### config.mk
export PLATFORM = sky130hd
export DESIGN_NAME = cpu_control_sequencer
export DESIGN_NICKNAME = d
export VERILOG_FILES = /design/src/rtl/cpu_control_sequencer.sv
export SDC_FILE = /design/constraint.sdc
export NUM_CORES = 1
export LEC_CHECK = 0
export CAP_MARGIN = 30
export CORE_ASPECT_RATIO = 1.2
export CORE_MARGIN = 2
export CORE_UTILIZATION = 51
export CTS_CLUSTER_SIZE = 12
export DETAILED_ROUTE_END_ITERATION = 8
export GPL_TIMING_DRIVEN = 0
export PLACE_DENSITY = 0.86
export SYNTH_ARGS = -nofsm -noshare
export SYNTH_HDL_FRONTEND = slang
export SYNTH_SLANG_ARGS = --single-unit
### constraint.sdc
create_clock -name clk -period 2.35 [get_ports clk]
set_input_delay 0.235 -clock clk [delete_from_list [all_inputs] [get_ports clk]]
set_output_delay 0.235 -clock clk [all_outputs]
set_load 0.01 [all_outputs]
### src/rtl/cpu_control_sequencer.sv
// Multi-cycle control sequencer: fetches 8-bit instructions from an async ROM,
// drives register-file reads, a small ALU, write-back and PC-increment strobes.
module cpu_control_sequencer #(
  parameter logic [7:0] PC_LAST = 8'h06
) (
  input  logic       clk,
  input  logic       reset_n,
  input  logic       start,
  input  logic [7:0] instr,
  input  logic [7:0] pc_in,
  input  logic [7:0] read_data1,
  input  logic [7:0] read_data2,
  output logic [1:0] read_addr1,
  output logic [1:0] read_addr2,
  output logic       write_enable,
  output logic [1:0] write_addr,
  output logic [7:0] write_data,
  output logic       pc_write_enable,
  output logic       zero_flag,
  output logic       carry_flag,
  output logic       halted,
  output logic       busy
);

  typedef enum logic [2:0] {
    S_IDLE,
    S_FETCH,
    S_DECODE,
    S_EXECUTE,
    S_IMM,
    S_WRITEBACK,
    S_HALT
  } state_t;

  state_t     state;
  logic [7:0] ir;
  logic [7:0] result;
  logic [7:0] fetch_addr;

  logic [8:0] alu_wide;
  logic [7:0] alu_out;
  logic       alu_carry;
  logic       last_instr;

  function automatic logic is_hlt(input logic [7:0] b);
    return (b[7:6] == 2'b11) && (b[3:2] == 2'b11);
  endfunction

  function automatic logic is_nop(input logic [7:0] b);
    return (b[7:6] == 2'b11) && (b[3:2] == 2'b00);
  endfunction

  function automatic logic is_ldi(input logic [7:0] b);
    return (b[7:6] == 2'b11) && (b[3:2] == 2'b10);
  endfunction

  // Bit 8 of the 9-bit difference doubles as the unsigned borrow for SUB.
  always_comb begin
    alu_wide  = 9'd0;
    alu_out   = 8'd0;
    alu_carry = 1'b0;
    case (ir[7:6])
      2'b00: begin
        alu_wide  = {1'b0, read_data1} + {1'b0, read_data2};
        alu_out   = alu_wide[7:0];
        alu_carry = alu_wide[8];
      end
      2'b01: begin
        alu_wide  = {1'b0, read_data1} - {1'b0, read_data2};
        alu_out   = alu_wide[7:0];
        alu_carry = alu_wide[8];
      end
      2'b10:   alu_out = read_data1 & read_data2;
      default: alu_out = read_data2;
    endcase
  end

  assign last_instr = (fetch_addr == PC_LAST);

  assign read_addr1 = ir[3:2];
  assign read_addr2 = ir[1:0];
  assign write_addr = ir[5:4];
  assign write_data = result;
  assign halted     = (state == S_HALT);
  assign busy       = (state != S_IDLE) && (state != S_HALT);

  // Strobes are registered: each is set on the transition into the cycle
  // in which it must be visible, so they come straight from flops.
  always_ff @(posedge clk or negedge reset_n) begin
    if (!reset_n) begin
      state           <= S_IDLE;
      ir              <= 8'd0;
      result          <= 8'd0;
      fetch_addr      <= 8'd0;
      zero_flag       <= 1'b0;
      carry_flag      <= 1'b0;
      write_enable    <= 1'b0;
      pc_write_enable <= 1'b0;
    end else begin
      write_enable    <= 1'b0;
      pc_write_enable <= 1'b0;
      case (state)
        S_IDLE: begin
          if (start) state <= S_FETCH;
        end
        S_FETCH: begin
          ir              <= instr;
          fetch_addr      <= pc_in;
          pc_write_enable <= !is_hlt(instr);
          state           <= S_DECODE;
        end
        S_DECODE: begin
          if (is_hlt(ir)) begin
            state <= S_HALT;
          end else if (is_nop(ir)) begin
            state <= last_instr ? S_HALT : S_FETCH;
          end else if (is_ldi(ir)) begin
            pc_write_enable <= 1'b1;
            state           <= S_IMM;
          end else begin
            state <= S_EXECUTE;
          end
        end
        S_EXECUTE: begin
          result       <= alu_out;
          zero_flag    <= (alu_out == 8'd0);
          carry_flag   <= alu_carry;
          write_enable <= 1'b1;
          state        <= S_WRITEBACK;
        end
        // PC has already advanced past the opcode, so instr is the immediate.
        S_IMM: begin
          result       <= instr;
          zero_flag    <= (instr == 8'd0);
          write_enable <= 1'b1;
          state        <= S_WRITEBACK;
        end
        S_WRITEBACK: begin
          state <= last_instr ? S_HALT : S_FETCH;
        end
        S_HALT: begin
          state <= S_HALT;
        end
        default: begin
          state <= S_IDLE;
        end
      endcase
    end
  end

endmodule

After elaboration in Yosys (flattened, before gate mapping)
Index checks and enable logic that the tools add are counted.
{ "classes": {"n_bitwise": 1, "n_shift": 0, "mul": 0, "n_addsub": 2, "div_mod_pow": 0, "n_mux": 15, "magnitude_cmp": 0, "n_reduce_logical": 14, "eq_ne": 16} }
{ "ops": {"columns": ["operator", "n"], "rows": [
  ["$pmux W8 S3", 1],
  ["$pmux W3 S6", 1],
  ["$logic_not A8 Y1", 2],
  ["$pmux W8 S2", 1],
  ["$mux W3", 5],
  ["$eq A2 B2 Y1 const B", 6],
  ["$add A8 B8 Y9", 1],
  ["$eq A3 B3 Y1 const B", 3],
  ["$sub A8 B8 Y9", 1],
  ["$and A8 B8 Y8", 1],
  ["$eq A8 B3 Y1 const B", 1],
  ["$eq A3 B2 Y1 const B", 2],
  ["$pmux W1 S2", 3],
  ["$logic_and A1 B1 Y1", 5],
  ["$logic_not A2 Y1", 2],
  ["$mux W1", 4],
  ["$eq A3 B1 Y1 const B", 1],
  ["$logic_not A3 Y1", 1],
  ["$ne A3 B3 Y1 const B", 1],
  ["$reduce_bool A3 Y1", 1],
  ["$eq A2 B1 Y1 const B", 1],
  ["$ne A2 B2 Y1 const B", 1],
  ["$reduce_bool A2 Y1", 1],
  ["$reduce_or A2 Y1", 1],
  ["$logic_not A1 Y1", 1]
]} }
{ "word_totals": {"reg_bits": 31, "elab_cells": 56, "n_memories": 0, "mem_bits_rw": 0, "out_inout_bits": 20, "latchBits": 0, "mem_bits_ro": 0} }

Longest topological paths before layout
Gate-level depths: netlist of the first run.
{ "depth": {"depth_word": 6, "mapped_depth": 10, "mapped_depth_nobuf": 10} }

Worst setup path before layout of the first run
OpenSTA, ideal clock, no wires.
{ "synth_path": {"path_type": "input to register", "startpoint": "input read_data1[0]", "endpoint": "register zero_flag", "n_path_buf": 0, "setup_time_ps": 66, "stages": 8, "t_arrival_ps": 2142, "slack_ps": 141, "cell_sequence": "inv_1 > ha_1 > inv_1 > fa_1 > mux4_2 > or4_1 > nor4_2 > a41o_1"} }
{ "synth_via": {"elab_chain_cells": 4, "elab_cells_between_ends": 6, "cone_classes": "add/sub (2); mux (2); bitwise (1); reduce/logical (1)"} }
{ "synth_lines": {"columns": ["element", "line", "rtl"], "rows": [
  ["from (decl)", "11", "input logic [7:0] read_data1,"],
  ["$sub A8 B8 Y9 (tied with other cells)", "69", "alu_wide = {1'b0, read_data1} - {1'b0, read_data2};"],
  ["$pmux W8 S3 *", "62", "case (ir[7:6])"],
  ["$logic_not A8 Y1 *", "126", "zero_flag <= (alu_out == 8'd0);"],
  ["$pmux W1 S2 *", "102", "case (state)"],
  ["to (signal assigned)", "126", null],
  ["to (signal assigned)", "134", "zero_flag <= (instr == 8'd0);"],
  ["to (decl)", "19", "output logic zero_flag,"]
]} }
Every way passes the cells marked *; elsewhere a longest branch is shown, timed or not.
A chain may end at the register's enable or synchronous reset.

Worst setup path in the final report of the first run
{ "layout_path": {"startpoint": "register state[1]", "endpoint": "output busy"} }
{ "layout_via": {"elab_chain_cells": 2, "elab_cells_between_ends": 3, "cone_classes": "eq/ne (1); reduce/logical (2)"} }
{ "layout_lines": {"columns": ["element", "line", "rtl"], "rows": [
  ["from (decl)", "35", "state_t state;"],
  ["from (signal assigned)", "116", "state <= last_instr ? S_HALT : S_FETCH;"],
  ["from (signal assigned)", "139", "state <= last_instr ? S_HALT : S_FETCH;"],
  ["$ne A3 B3 Y1 / $reduce_bool A3 Y1 (equally long branches)", "85", "assign busy = (state != S_IDLE) && (state != S_HALT);"],
  ["$logic_and A1 B1 Y1 *", "85", null],
  ["to (decl)", "22", "output logic busy"]
]} }
Marked as above.

==> metrics, run 1 <==
status=finished, violations left; failing checks=hold timing; Synth Instances=around 280; distinct cell type count after synthesis=63; final hold slack=-0.01569 ns; Final Hold Fails=21; Detailed Route Iter0 Violations=between 200 and 250; CTS Hold Buffers Added=0; total grt overflow=0; slowest CP cell=clkdlybuf4s50_1; power per cell area=~1200 nW/um2; CP Data Required Time=2.12 ns; startpoint types=register; Initial Util=around 54%; ant diodes=0; syn avg cell area=8.829 um2; Synth-to-Final Area Change=35.08%; Final Max Slew Viols=0; half-perimeter wire length after placement=5109 um; CP Capture Type=output pin; total routed wirelength=6945 um; count of final setup violators=0; Root Driver=clkbuf_8; Syn Std Cell Area=2507 um2; DIE WIDTH=68.01 um; worst path cell trace=clkbuf_1 > buf_1 > xnor2_1 > nand2_1 > clkdlybuf4s50_1; CTS tree=built; antenna violations before repair=0; largest net degree at the start of global routing=32; Placer Congestion=0.9164; Post-Layout Cell Count=408; first-pass GRT wire length=between 10000 and 15000 um; Worst-path clk slew=approximately 0.070 ns; Worst Reg-to-Reg Cells=7; Worst VDD drop=0.0003853 V; # port buffers=54; Min-Delay Path Class=in2async; critical path depth=5; Inst Count DP=between 300 and 400; max-capacitance violation count=0; Routed Antenna Nets=0; Ports=55; Die Height=about 80 um; gr usage total=approximately 27%; drt drc=0; Tcrit/Tclk final=97.23%; number of warnings issued by yosys=0; crit path time final=between 2 and 2.5 ns; leakage=0.001402 uW; Clock Path Buffers=2; iteration count of the initial detailed-routing pass=5; Total Die Area=5496 um2; Site Rows=27; Setup TNS Final=0 ns; Slew HR=~50%; number of global-route vias before repair=about 2500; CP bufs+invs=3; CTS H-tree depth=2; worst r2r src=ir[7]$_DFFE_PN0N_; ys flop type=dfrtp_1; Worst Tran Pin Value=between 0.7 and 0.8 ns; Seq/Total Area, Yosys=a little under a third; Sink Count=31; layout cells sized above 1=approximately 19%; slowest cell delay on critical path=approximately 0.5 ns; Vias/cell=between 6 and 7; fmax=0.4377 GHz; worst skew pair latency=between 0.2 and 0.3 ns; syn nets=338; #FFs+latches synth=31; WL/cell=17.02 um; RR Endpoint=zero_flag$_DFFE_PN0P_; Setup Skew=0.005800 ns; fin nets=approximately 400; TritonCTS buffer count=5; RSZ-0062 raised after global routing=false; crit path max fanout=10; FFs w/ async S/R, synth=100.0%; CP Class=reg2out; total power=3969 uW; flop2flop setup slack=~0.18 ns; Vias=2512; WP data arrival=2.05 ns; Util after Layout=between 70 and 80%; CP top delay family=buffers and inverters; Post-synth EDFFs=0; Core ar.=between 4000 and 5000 um2
cells in the mapped netlist, drive strengths merged (4+ instances only):
master	number	area (um2)
nor4	5	37.53
a22oi	7	52.55
o21ai	19	95.09
buf	11	81.32
o21a	4	30.03
nor3	9	50.05
clkbuf	13	48.80
dfrtp	31	775.7
o22ai	4	25.02
a21oi	18	101.4
mux2	16	180.2
ha	17	212.7
nand3	6	30.03
inv	19	71.32
nand2	23	86.33
a31oi	6	37.54
o31ai	7	52.55
nand2b	4	25.02
a211oi	4	30.03
nor2	16	60.06
cells by family (layout without fill, tap and decap cells):
family                   after synthesis  after routing  synth area share, %
flip-flops                            31             31                30.94
adder cells (fa/ha/maj)               19             19                10.08
buffers and inverters                 43            109                8.034
AND/OR/NAND/NOR                       81             81                17.02
XOR/XNOR                               2              2               0.6987
multiplexers                          19             19                8.882
AO/OA/AOI/OAI                         89             89                24.35
flip-flops by register name (all words and copies together), names as in the netlist:
signal	count
state	3
pc_write_enable	1
carry_flag	1
fetch_addr	8
ir	8
write_data	8
zero_flag	1
write_enable	1
metrics by stage:
step,area [um2],setup slack (ns)
6_report,3387,0.06507
5_1_grt,3387,0.0007099
4_1_cts,3281,0.003627
3_5_place_dp,3115,-0.6882
3_3_place_gp,3120,-0.7092
2_1_floorplan,2507,0.1414
routing by layer:
layer / vias up / global-route usage, % / wire [um]
met3: 30 / 4.294 / 480
met4: 0 / 14.80 / 280
li1: 1175 / - / -
met2: 117 / 47.86 / 3599
met5: - / 0 / 0
met1: 1190 / 29.87 / 2584
how the worst max path moves through the flow:
stage | to | start
after detailed placement | zero_flag$_DFFE_PN0P_ | read_data2[0]
after global placement | zero_flag$_DFFE_PN0P_ | read_data2[0]
final | busy | state[1]$_DFFE_PN0P_
after floorplan | zero_flag$_DFFE_PN0P_ | read_data1[0]
after CTS | write_data[7]$_DFFE_PN0P_ | read_data2[2]
after global routing | busy | state[1]$_DFFE_PN0P_
power by group:
group	leakage [uW]	switching, uW	internal [uW]
Clock	0.0000612	203	343
Sequential	0.000370	204	808
Combinational	0.000970	1270	1150
cell type report:
cell class / instances / area [um2]
inverter: 19 / 71.32
fill: 355 / 1275
multi-input combinational: 210 / 1659
clock inverter: 2 / 35.03
clock buffer: 6 / 82.58
buffer: 24 / 141.4
sequential: 31 / 777.0
timing repair buffer: 58 / 548.0
tap: 58 / 72.57
layout by cell type, fill, tap and decap left out, types with 5 or more instances in the layout:
master           instances
clkbuf_1                11
nand2_1                 23
a22oi_1                  7
nor3_1                   5
clkdlybuf4s50_1         47
mux2_2                  12
a31oi_1                  6
clkbuf_2                 5
ha_1                    14
o31ai_1                  5
inv_2                    5
dfrtp_1                 30
o21ai_0                 15
a21oi_1                 16
clkbuf_8                 6
nor2_1                  16
buf_4                   10
inv_1                   14
nand3_1                  6
what timing repair did:
action,4_1_cts,5_1_grt
setup buffers,2,1
setup endpoints to repair,5,5
resized for setup,13,32
cloned,0,1
pin swaps,5,12
No activity file was read; power rests on OpenSTA's default activity.
==> run 2: changes to the inputs <==
--- a/config.mk
+++ b/config.mk
@@ -13,6 +13,7 @@
 export DETAILED_ROUTE_END_ITERATION = 8
 export GPL_TIMING_DRIVEN = 0
 export PLACE_DENSITY = 0.86
+export REMOVE_ABC_BUFFERS = 1
 export SYNTH_ARGS = -nofsm -noshare
 export SYNTH_HDL_FRONTEND = slang
 export SYNTH_SLANG_ARGS = --single-unit
==> run 2 against run 1 <==
The flow now finishes without violations; worst setup slack got worse by 0.049 ns; die area unchanged; sequential share of layout area increased by 1.0 points; fmax decreased by 2.1%; critical path type is now in2reg.
==> metrics, run 2 (synthesis gave the netlist of run 1 again) <==
status=complete, no violations; TritonCTS buffer count=5; Site Rows=27; worst path cell trace=clkbuf_2 > ha_2 > fa_1 > mux4_2 > or4_4 > nor4_4 > a41o_1; Setup Skew=about 0.0077 ns; Die Height=80.81 um; WP data arrival=2.56 ns; Slew HR=approximately 59%; Vias/cell=roughly 6.4; Root Driver=clkbuf_8; Routed Antenna Nets=0; layout cells sized above 1=18.24%; Placer Congestion=0.8622; Detailed Route Iter0 Violations=244; CTS H-tree depth=2; total routed wirelength=about 6700 um; Ports=55; ant diodes=0; CTS Hold Buffers Added=0; design area=~3300 um2; half-perimeter wire length after placement=around 4700 um; fmax=between 0.4 and 0.5 GHz; crit path time final=roughly 2.3 ns; Sink Count=31; worst skew pair latency=roughly 0.29 ns; Final Max Slew Viols=0; power per cell area=about 1200 nW/um2; Initial Util=between 50 and 60%; number of global-route vias before repair=2176; Min-Delay Path Class=in2async; WL/cell=about 17 um; Worst Tran Pin Value=just over 0.6 ns; iteration count of the initial detailed-routing pass=6; startpoint types=input port; Synth-to-Final Area Change=30.49%; crit path max fanout=4; drt drc=0; Worst VDD drop=0.0004043 V; antenna violations before repair=0; Core ar.=approximately 4700 um2; RSZ-0062 raised after global routing=true; Total Die Area=roughly 5500 um2; leakage=0.001313 uW; CP Class=in2reg; CP Data Required Time=about 2.6 ns; # port buffers=54; total grt overflow=0; Worst-path clk slew=approximately 0.070 ns; Final Hold Fails=0; commonest non-fill, non-tap cell in the layout=clkdlybuf4s50_1; Vias=~2500; count of final setup violators=0; Clock Path Buffers=2; largest net degree at the start of global routing=34; first-pass GRT wire length=10170 um; gr usage total=24.19%; CP Capture Type=register; most frequent cells in the layout=50 x clkdlybuf4s50_1, 28 x dfrtp_1, 23 x nand2_1; Placed Area=~3000 um2; slowest cell delay on critical path=0.52 ns; DIE WIDTH=roughly 68 um; Tcrit/Tclk final=approximately 99%; CTS tree=built; slowest CP cell=or4_4; CP bufs+invs=1; final hold slack=0.3298 ns; max-capacitance violation count=0; fin nets=between 300 and 400; CP top delay family=simple AND/OR/NAND/NOR gates; total power=~3800 uW
[run 2: area by class of cell]
type | count | area [um2]
clock buffers | 6 | 82.58
clock inverters | 2 | 35.03
fillers | 344 | 1390
inverters | 19 | 71.32
multi-input cells | 210 | 1638
flip-flops and latches | 31 | 784.5
well taps | 58 | 72.57
repair buffers | 61 | 588.1
[run 2: where the power goes]
group | total, uW | internal, uW | leakage [uW] | switching [uW]
combinational | 2090 | 1070 | 0.000884 | 1020
sequential | 1200 | 816 | 0.000368 | 389
clock | 548 | 343 | 0.0000612 | 205
[run 2: path summary, 6_finish.rpt]
path                                    endpoint  slack [ns]  cells past startpoint         startpoint
max reg2reg                zero_flag$_DFFE_PN0P_        0.06                      4  ir[6]$_DFFE_PN0N_
min                            ir[6]$_DFFE_PN0N_        0.33                      1            reset_n
max                        zero_flag$_DFFE_PN0P_        0.02                      7      read_data2[0]
max in group asynchronous   state[2]$_DFFE_PN0P_        1.44                      2            reset_n
min in group clk               ir[1]$_DFFE_PN0N_        0.49                      1  ir[1]$_DFFE_PN0N_
min reg2reg                    ir[1]$_DFFE_PN0N_        0.49                      1  ir[1]$_DFFE_PN0N_
[run 2: what timing repair did]
| action | 4_1_cts | 5_1_grt |
|---|---|---|
| endpoints found under the setup margin | 5 | 16 |
| gates cloned | 0 | 0 |
| buffers inserted | 2 | 3 |
| resized for setup | 16 | 22 |
| pin swaps | 5 | 9 |
[run 2: layer usage]
| metal | GRT usage (%) | wire (um) |
|---|---|---|
| met1 | 29.94 | 2529 |
| met2 | 42.62 | 3555 |
| met3 | 2.770 | 443 |
| met4 | 8.800 | 187 |
| met5 | 0 | 0 |
[run 2: stage by stage]
stage,std cells,setup slack [ns],util (%),setup TNS (ns)
final,387,0.01653,70.18,0
after global routing,387,-0.05390,70.18,-0.05390
after CTS,384,0.006521,68.30,0
after detailed placement,374,-0.6192,64.71,-2.508
after global placement,372,-0.5816,64.14,-3.614
after floorplan,260,0.1413,-,0
==> run 3: changes to the inputs <==
--- a/config.mk
+++ b/config.mk
@@ -8,11 +8,11 @@
 export CAP_MARGIN = 30
 export CORE_ASPECT_RATIO = 1.2
 export CORE_MARGIN = 2
-export CORE_UTILIZATION = 51
+export CORE_UTILIZATION = 45
 export CTS_CLUSTER_SIZE = 12
 export DETAILED_ROUTE_END_ITERATION = 8
 export GPL_TIMING_DRIVEN = 0
-export PLACE_DENSITY = 0.86
+export PLACE_DENSITY = 0.81
 export REMOVE_ABC_BUFFERS = 1
 export SYNTH_ARGS = -nofsm -noshare
 export SYNTH_HDL_FRONTEND = slang
==> constraint.sdc (replaced) <==
create_clock -name clk -period 2.1 [get_ports clk]
set_input_delay 0.21 -clock clk [delete_from_list [all_inputs] [get_ports clk]]
set_output_delay 0.21 -clock clk [all_outputs]
set_load 0.01 [all_outputs]
==> run 3 against run 2 <==
Utilization down 4.0 points; register-to-register slack better by 0.03 ns; total power up 20%; sequential share of layout area down 1.7 points; clock skew down 0.0024 ns; critical endpoint unchanged; largest cell class unchanged.
==> metrics, run 3 (synthesis gave the netlist of run 1 again) <==
status=complete, no violations; CTS tree=built; Final Hold Fails=0; Total Die Area=roughly 6200 um2; Util after Layout=roughly 66%; DIE WIDTH=around 72 um; Setup crit start=read_data1[0]; worst skew pair latency=roughly 0.29 ns; startpoint types=input port; leakage=between 0.001 and 0.0015 uW; fmax=0.4920 GHz; half-perimeter wire length after placement=around 4700 um; CP most frequent cell=inv_2; Placer Congestion=just over 0.8; Detailed Route Iter0 Violations=slightly below 300; worst r2r src=ir[6]$_DFFE_PN0N_; flop2flop setup slack=~0.090 ns; layout cells sized above 1=25.86%; Setup TNS Final=0 ns; Slew HR=between 40% and 50%; total grt overflow=0; largest net degree at the start of global routing=28; total routed wirelength=approximately 7700 um; Synth-to-Final Area Change=40.87%; slowest CP cell=mux4_2; Worst Reg-to-Reg Cells=7; power per cell area=around 1300 nW/um2; Worst Tran Pin Value=slightly above 0.8 ns; TritonCTS buffer count=5; Worst setup endpoint=zero_flag$_DFFE_PN0P_; first-pass GRT wire length=approximately 12000 um; Final Max Slew Viols=0; Root Driver=clkbuf_8; Worst VDD drop=roughly 0.00053 V; total power=approximately 4600 uW; slowest cell delay on critical path=between 0.4 and 0.5 ns; CP Data Required Time=2.33 ns; CP bufs+invs=3; drt drc=0; Setup Skew=~0.0053 ns; Tcrit/Tclk final=a little over nine tenths; ant diodes=0; crit path time final=about 2.0 ns; fin nets=401; Vias/cell=roughly 6.4; worst path cell trace=buf_2 > inv_2 > ha_4 > inv_2 > fa_1 > mux4_2 > or4_4 > nor4_2 > a41o_1; CP top delay family=simple AND/OR/NAND/NOR gates; crit path max fanout=2; critical path depth=9; Initial Util=between 40% and 50%; Sink Count=31; Min-Delay Path Class=in2async; commonest non-fill, non-tap cell in the layout=clkdlybuf4s50_1; Core ar.=around 5300 um2; gr usage total=a little under a quarter; most frequent cells in the layout=44 x clkdlybuf4s50_1, 26 x dfrtp_1, 23 x nand2_1; Die Height=85.77 um; Vias=between 2000 and 3000; iteration count of the initial detailed-routing pass=7; WP data arrival=2.26 ns; count of final setup violators=0; number of global-route vias before repair=2448; CTS Hold Buffers Added=0; Site Rows=29; Ports=between 50 and 60; max-capacitance violation count=0; Routed Antenna Nets=0; CP Class=in2reg; antenna violations before repair=0; RR Endpoint=zero_flag$_DFFE_PN0P_; # port buffers=54; WL/cell=18.87 um; CTS H-tree depth=2; Worst-path clk slew=0.07 ns; CP Capture Type=register; Clock Path Buffers=2
run 3: changes by cell type in the layout (fill, tap and decap cells not counted), moves of 2 or more:
cell | previous run | this run
clkdlybuf4s50_1 | 50 | 44
dlymetal6s2s_1 | 0 | 4
dfrtp_1 | 28 | 26
buf_2 | 0 | 3
dlygate4sd2_1 | 0 | 2
buf_4 | 4 | 20
ha_4 | 3 | 6
ha_2 | 2 | 0
dfrtp_2 | 1 | 3
inv_1 | 14 | 12
run 3: power by group:
part | internal, uW | total (uW) | switching, uW | leakage [uW]
combinational | 1370 | 2750 | 1380 | 0.00104
clock | 384 | 620 | 236 | 0.0000612
sequential | 918 | 1250 | 332 | 0.000366
run 3: how the worst min path moves through the flow:
stage | start | end | slack, ns
global placement | ir[1]$_DFFE_PN0N_ | ir[1]$_DFFE_PN0N_ | 0.47
finish | reset_n | zero_flag$_DFFE_PN0P_ | 0.40
global route | reset_n | zero_flag$_DFFE_PN0P_ | 0.45
CTS | reset_n | write_data[3]$_DFFE_PN0P_ | 0.41
detailed placement | ir[1]$_DFFE_PN0N_ | ir[1]$_DFFE_PN0N_ | 0.48
floorplan | reset_n | carry_flag$_DFFE_PN0N_ | -0.09
run 3: area by class of cell:
class / instances / area, um2
Clock buffer: 6 / 82.58
Tap cell: 62 / 77.57
Fill cell: 410 / 1802
Inverter: 19 / 75.07
Multi-Input combinational cell: 210 / 1714
Sequential cell: 31 / 787.0
Timing Repair Buffer: 80 / 760.7
Clock inverter: 2 / 35.03
run 3: repair_timing:
item                                   in CTS  in global routing
setup endpoints to repair                  18                 16
cloned                                      0                  0
pin swaps                                   9                 13
setup buffers                               6                 18
gates resized for setup                    43                 20
endpoints found under the hold margin       0                  0
run 3: per-stage QoR:
| stage | hold WS [ns] | cell area, um2 | instances | worst slack [ns] |
|---|---|---|---|---|
| CTS | 0.4129 | 3326 | 392 | 0.001240 |
| finish | 0.3968 | 3532 | 410 | 0.06759 |
| detailed placement | 0.4789 | 3034 | 378 | -0.9049 |
| global placement | 0.4684 | 2995 | 376 | -0.9065 |
| floorplan | -0.08559 | 2377 | 260 | -0.09566 |
| global route | 0.4546 | 3532 | 410 | -0.01482 |
run 3: per-layer routing:
metal  routed length, um  track usage (%)  up-vias
met1                2926            27.70     1276
met4                 313            9.949        0
li1                    -                -     1171
met2                3908            41.95      151
met5                   0                0        -
met3                 587            4.700       38
run 3: worst register-to-register path, cell delays in order, from the launching register on:
cell     delay (ns)
dfrtp_4        0.50
buf_12         0.16
buf_4          0.15
nor4_1         0.37
nor3_1         0.11
o31ai_2        0.32
nor4_2         0.09
a41o_1         0.21
